$ cat src/rtl/bit_serializer.sv
// bit_serializer: parallel-to-serial front end for the sequence detector.
// Accepts WIDTH-bit words over valid/ready and shifts them out one bit per
// clock on serial_out, in MSB-first or LSB-first order. The line idles at 0.
// Optional feature macro: BIT_SERIALIZER_PARITY_EN appends one even-parity bit
// after the last data bit of every word.
//
// state  | meaning
// IDLE   | no word in flight, ready for a new word
// SHIFT  | data bits of the current word on serial_out
// PARITY | parity bit on serial_out (only with BIT_SERIALIZER_PARITY_EN)

module bit_serializer #(
  parameter int WIDTH     = 8,
  parameter bit MSB_FIRST = 1'b1
) (
  input  logic             clk,
  input  logic             reset,
  input  logic [WIDTH-1:0] din,
  input  logic             din_valid,
  output logic             din_ready,
  output logic             serial_out,
  output logic             serial_valid,
  output logic             busy,
  output logic             word_done
);

  localparam int CW = $clog2(WIDTH);
  localparam logic [CW-1:0] LAST   = CW'(WIDTH - 1);
  localparam logic [CW-1:0] PENULT = CW'(WIDTH - 2);

  typedef enum logic [1:0] {
    IDLE,
    SHIFT
`ifdef BIT_SERIALIZER_PARITY_EN
    , PARITY
`endif
  } state_t;

  state_t           state, state_n;
  logic [CW-1:0]    cnt, cnt_n;
  logic [WIDTH-1:0] sreg, sreg_n, sreg_shift;
  logic             so_n, sv_n, wd_n;
  logic             din_first, shift_first, accept, load;
`ifdef BIT_SERIALIZER_PARITY_EN
  logic             par, par_n;
`endif

  // Ready is a pure function of where we are in the word; it opens on the
  // final serial cycle so the next word follows without a bubble.
  always_comb begin
    din_ready = 1'b0;
    case (state)
      IDLE:    din_ready = 1'b1;
`ifdef BIT_SERIALIZER_PARITY_EN
      SHIFT:   din_ready = 1'b0;
      PARITY:  din_ready = 1'b1;
`else
      SHIFT:   din_ready = (cnt == LAST);
`endif
      default: din_ready = 1'b0;
    endcase
  end

  assign accept = din_valid & din_ready;

  // The shift register always holds the bit currently on the line at the
  // send end, so the next bit is taken from the shifted copy.
  always_comb begin
    if (MSB_FIRST) begin
      sreg_shift  = {sreg[WIDTH-2:0], 1'b0};
      din_first   = din[WIDTH-1];
      shift_first = sreg_shift[WIDTH-1];
    end else begin
      sreg_shift  = {1'b0, sreg[WIDTH-1:1]};
      din_first   = din[0];
      shift_first = sreg_shift[0];
    end
  end

  // Next state plus next values of the registered serial outputs.
  always_comb begin
    state_n = state;
    cnt_n   = cnt;
    sreg_n  = sreg;
    so_n    = 1'b0;
    sv_n    = 1'b0;
    wd_n    = 1'b0;
    load    = 1'b0;
`ifdef BIT_SERIALIZER_PARITY_EN
    par_n   = par;
`endif
    case (state)
      IDLE: begin
        load = accept;
      end
      SHIFT: begin
        if (cnt != LAST) begin
          cnt_n  = cnt + 1'b1;
          sreg_n = sreg_shift;
          so_n   = shift_first;
          sv_n   = 1'b1;
`ifdef BIT_SERIALIZER_PARITY_EN
          wd_n   = 1'b0;
`else
          wd_n   = (cnt == PENULT);
`endif
        end else begin
`ifdef BIT_SERIALIZER_PARITY_EN
          state_n = PARITY;
          so_n    = par;
          sv_n    = 1'b1;
          wd_n    = 1'b1;
`else
          state_n = IDLE;
          cnt_n   = '0;
          load    = accept;
`endif
        end
      end
`ifdef BIT_SERIALIZER_PARITY_EN
      PARITY: begin
        state_n = IDLE;
        cnt_n   = '0;
        load    = accept;
      end
`endif
      default: begin
        state_n = IDLE;
        cnt_n   = '0;
      end
    endcase
    if (load) begin
      state_n = SHIFT;
      cnt_n   = '0;
      sreg_n  = din;
      so_n    = din_first;
      sv_n    = 1'b1;
      wd_n    = 1'b0;
`ifdef BIT_SERIALIZER_PARITY_EN
      par_n   = ^din;
`endif
    end
  end

  // State, datapath and registered outputs; reset discards any partial word.
  always_ff @(posedge clk) begin
    if (reset) begin
      state        <= IDLE;
      cnt          <= '0;
      sreg         <= '0;
      serial_out   <= 1'b0;
      serial_valid <= 1'b0;
      busy         <= 1'b0;
      word_done    <= 1'b0;
`ifdef BIT_SERIALIZER_PARITY_EN
      par          <= 1'b0;
`endif
    end else begin
      state        <= state_n;
      cnt          <= cnt_n;
      sreg         <= sreg_n;
      serial_out   <= so_n;
      serial_valid <= sv_n;
      busy         <= (state_n != IDLE);
      word_done    <= wd_n;
`ifdef BIT_SERIALIZER_PARITY_EN
      par          <= par_n;
`endif
    end
  end

endmodule

$ cat config.mk
export PLATFORM = sky130hd
export DESIGN_NAME = bit_serializer
export DESIGN_NICKNAME = d
export VERILOG_FILES = /design/src/rtl/bit_serializer.sv
export SDC_FILE = /design/constraint.sdc
export NUM_CORES = 1
export LEC_CHECK = 0
export CORE_AREA = 3 3 58 60
export CTS_CLUSTER_SIZE = 14
export DETAILED_ROUTE_END_ITERATION = 16
export DIE_AREA = 0 0 61 63
export PLACE_DENSITY_LB_ADDON = 0.2
export SLEW_MARGIN = 20
export SYNTH_ARGS = -nofsm -noshare
export SYNTH_HDL_FRONTEND = slang
export SYNTH_SLANG_ARGS = --single-unit
$ cat constraint.sdc
create_clock -name clk -period 3.48 [get_ports clk]
set_input_delay 1.044 -clock clk [delete_from_list [all_inputs] [get_ports clk]]
set_output_delay 1.044 -clock clk [all_outputs]
set_load 0.1 [all_outputs]
# After elaboration in Yosys (flattened, before gate mapping)
# Index checks and enable logic that the tools add are counted.
# word_totals
output_inout_bits	5
word_cells	39
reg_bits	16
# classes
bitwise_logic	3
n_addsub	1
mux	17
eq_ne	4
n_reduce_logical	7
# op_table
op	n
2-to-1 mux 7 bit	3
2-to-1 mux 1 bit	7
== test 3 bit (second input constant)	2
one-hot mux 3 bit (2 select lines)	1
nonzero test 2 bit	3
2-to-1 mux 2 bit	2
one-hot mux 1 bit (2 select lines)	2
one-hot mux 2 bit (2 select lines)	1
OR reduction 4 bit	1
adder 3 x 1 -> 3 bit (second input constant)	1
2-to-1 mux 3 bit	1
inequality test 3 bit (second input constant)	1
== test 2 x 1 -> 1 bit (second input constant)	1
logical NOT 2 bit	1
NOT 1 bit	2
AND reduction 2 bit	1
OR reduction 2 bit	1
bitwise AND 1 bit	1

# Depth between registers and ports, before layout
# depth
depth_word	7
mapped_depth	6

# Worst setup path before layout
# Ideal clock, no wire load.
# synth_timing
path_kind	register -> output
start	register cnt[1]
end	output din_ready
slack_ns	0.468
arrival_time_ns	1.968
path_stages_with_launch	5
path_buffers	0
t_required_ns	2.436
cell_sequence	dfxtp_1 > ha_1 > ha_1 > nor2b_1 > nor2_1
# synth_via
elab_chain_cells	2
# synth_lines
item	line	rtl
start, declared	40	logic [CW-1:0] cnt, cnt_n;
start signal, assigned	160	cnt <= cnt_n;
== test 3 bit	58	SHIFT: din_ready = (cnt == LAST);
one-hot mux 1 bit (2 select lines)	52	case (state)
end, declared	20	output logic din_ready,
# No other way between the ends.

# Worst setup path after layout
# layout_timing
start	register cnt[0]
end	output din_ready
# The elaborated chain is that of the path after synthesis.

==> reports/results.ini <==
[outcome]
outcome = completed

[place]
place_congestion = 0.735
placed_area_um2 = 886
post-dp-hpwl_um = 971
numPortBuffers = 15

[worst_setup_path]
cp.arrival_ns = 1.54
critical_path_class = reg2out
worst_setup_path_end_kind = output port
rrSetupSlack_ns = 1.44
r2r_end = sreg[6]
start_kind = flip-flop
r2r_start = cnt[0]
r2r.worst_path.cells = 5
cp_max_fo = 3
critPathRequiredTime_ns = 2.44

[power]
power.density_mw_per_mm2 = 416
netSwitchingPower_mw = 0.105
internal_power_mw = 0.279
p_seq_share_pct = 51.1
p_total_mw = 0.384
vdd_ir_drop_max_uv = 78.3
power_frac_comb_pct = 16.2
p_leak_nw = 0.346
clockPowerShare_pct = 32.7
p_sw_share_pct = 27.4

[global_routing]
grt_max_degree = 17
grt.overflow.total = 0
grt_usage_pct = 8.00
grt_pass1_vias = 545
antenna_found_initial = 0
grt.met2_usage_pct = 12.4
grt_pass1_wl_um = 2370
grt_util_met1_pct = 10.0
gr-usage-met3_pct = 1.24
top_usage_layer = met2

[floorplan]
chipHeight_um = 63
die_area_mm2 = 0.00384
initial_core_util_pct = 24.3
io_pins = 16
die_x_um = 61
core_area_mm2 = 0.00298
rows = 20

[logic_synthesis]
syn_nets = 86
yosysWarnings = 0
postSynthCellCount = 72
ys_seq_area_share_pct = 44.2
netlist.area_leader.share_pct = 44.2
avgSynthCellArea_um2 = 10.1
synth_top_area_cell = dfxtp_1
ys_top_cells_by_area = dfxtp_1, a32o_1, a211oi_1
ys_types = 30
synth_seq_cells = 16
synth_area_um2 = 724

[cts]
ctsHtreeMaxLevel = 1
cts_made_buffers = 3
cts_resized = 0
clockBufferDepth = 2
cts_tree = yes
cts_num_sinks = 16
postCtsSetupRepairBufs = 0
clockRootBuffer = clkbuf_4
insertion_delay_ns = 0.28
cts_hold_buf = 0
cts.clk_slew.worst_paths_ns = 0.10

[timing]
setup_viol = 0
slew_violations = 0
period_share_pct = 74.2
fmax_mhz = 387
rsz0062_at_grt = false
min_period_ns = 2.58
finClkSkew_ns = 0.00253
slew_headroom_pct = 45.1
finalSetupTns_ns = 0
tightestPinTransition_ns = 0.820
hold_viol_final = 0

[routing]
first_pass_iters = 4
drtIter0Drc = 34
num_vias = 577
viasPerCell = 4.77
routedWlPerCell_um = 11.7
drc = 0
ant_nets = 0
wl_um = 1420

[worst_hold_path]
hold_depth = 2
worstHoldStart = cnt[2]
holdPathEnd = word_done
worstHoldPathType = reg2reg

[cells_and_area]
fin_nets = 103
drive_gt1_share_pct = 18.2
n_antenna_cell = 0
final_area_um2 = 922
area_growth_pct = 27.3

[job]
max_cap_viol_count = 0

[flip-flops by register name, summed over array words and instances (netlist names)]
signal,flops
state,2
cnt,3
word_done,1
sreg,7
busy,1
serial_out,1
serial_valid,1
[critical path: stages (launching register included)]
cell	delay (ns)
dfxtp_1	0.33
ha_1	0.20
ha_1	0.21
nor2b_1	0.20
nor2_1	0.07
buf_4	0.24
[worst max-delay path by stage]
stage / from / to / slack (ns) / cells past startpoint
global placement: reset / sreg[6] / 0.76 / 4
detailed placement: reset / sreg[6] / 0.71 / 4
CTS: cnt[0] / din_ready / 0.88 / 5
global route: cnt[0] / din_ready / 0.79 / 5
finish: cnt[0] / din_ready / 0.90 / 5
floorplan: cnt[1] / din_ready / 0.47 / 4
[synthesized netlist by cell type]
library cell and n:
dfxtp_1 16, inv_1 6, a211oi_1 5, a32o_1 5
nor2_1 5, o21a_1 5, ha_1 3, and4_1 2
buf_2 2, buf_4 2, nor3_1 2, a2111oi_1 1
a2111oi_2 1, a21oi_1 1, a21oi_2 1, a311o_1 1
a31o_2 1, a32oi_1 1, and3_1 1, clkinv_1 1
conb_1 1, mux2i_1 1, nand2_1 1, nand2b_2 1
nand3_1 1, nor2b_1 1, nor2b_2 1, nor3b_1 1
nor3b_2 1, o21ai_0 1
[through the flow]
stage / worst slack, ns / util (%) / instances / hold WS (ns)
final: 0.897 / 31.0 / 121 / 0.475
after CTS: 0.880 / 31.0 / 121 / 0.484
after detailed placement: 0.713 / 29.7 / 117 / 0.469
after global placement: 0.755 / 29.7 / 117 / 0.470
after global routing: 0.790 / 31.0 / 121 / 0.529
after floorplan: 0.468 / - / 72 / 0.443
[cell type report]
type | instances | area (µm²)
Clock buffer | 4 | 36.3
Fill cell | 317 | 2060
Inverter | 7 | 26.3
Multi-Input combinational cell | 45 | 353
Sequential cell | 16 | 320
Tap cell | 33 | 41.3
Timing Repair Buffer | 16 | 145
[layout by cell type (no fill, tap or decap), types with 2 or more instances in the layout]
cell type        Yosys  final
dfxtp_1             16     16
clkdlybuf4s50_1      0     10
inv_1                6      6
buf_4                2      6
nor2_1               5      5
a32o_1               5      5
a211oi_1             5      5
o21a_1               5      5
ha_1                 3      3
clkbuf_4             0      3
nor3_1               2      2
and4_1               2      2
[cell families (layout without fill, tap and decap cells)]
group,Yosys count,count (layout),share of synthesized area (%)
other,1,1,0.518
AO/OA/AOI/OAI,23,23,27.1
flip-flops,16,16,44.2
adder cells (fa/ha/maj),3,3,5.18
multiplexers,1,1,1.38
buffers and inverters,11,27,7.08
AND/OR/NAND/NOR,17,17,14.5
[per-layer routing]
layer	part of all wire, %	up-vias
li1	-	298
met1	49	260
met2	45	17
met3	4.6	2
met4	0.99	0
met5	0	-
[power groups by stage]
stage,Combinational (mW),Sequential [mW],Clock (mW)
after floorplan,0.0315,0.211,0
after global placement,0.0625,0.200,0
after detailed placement,0.0627,0.200,0
after CTS,0.0629,0.196,0.131
after global routing,0.0671,0.197,0.139
final,0.0623,0.196,0.126
No activity file was read; power rests on OpenSTA's default activity.
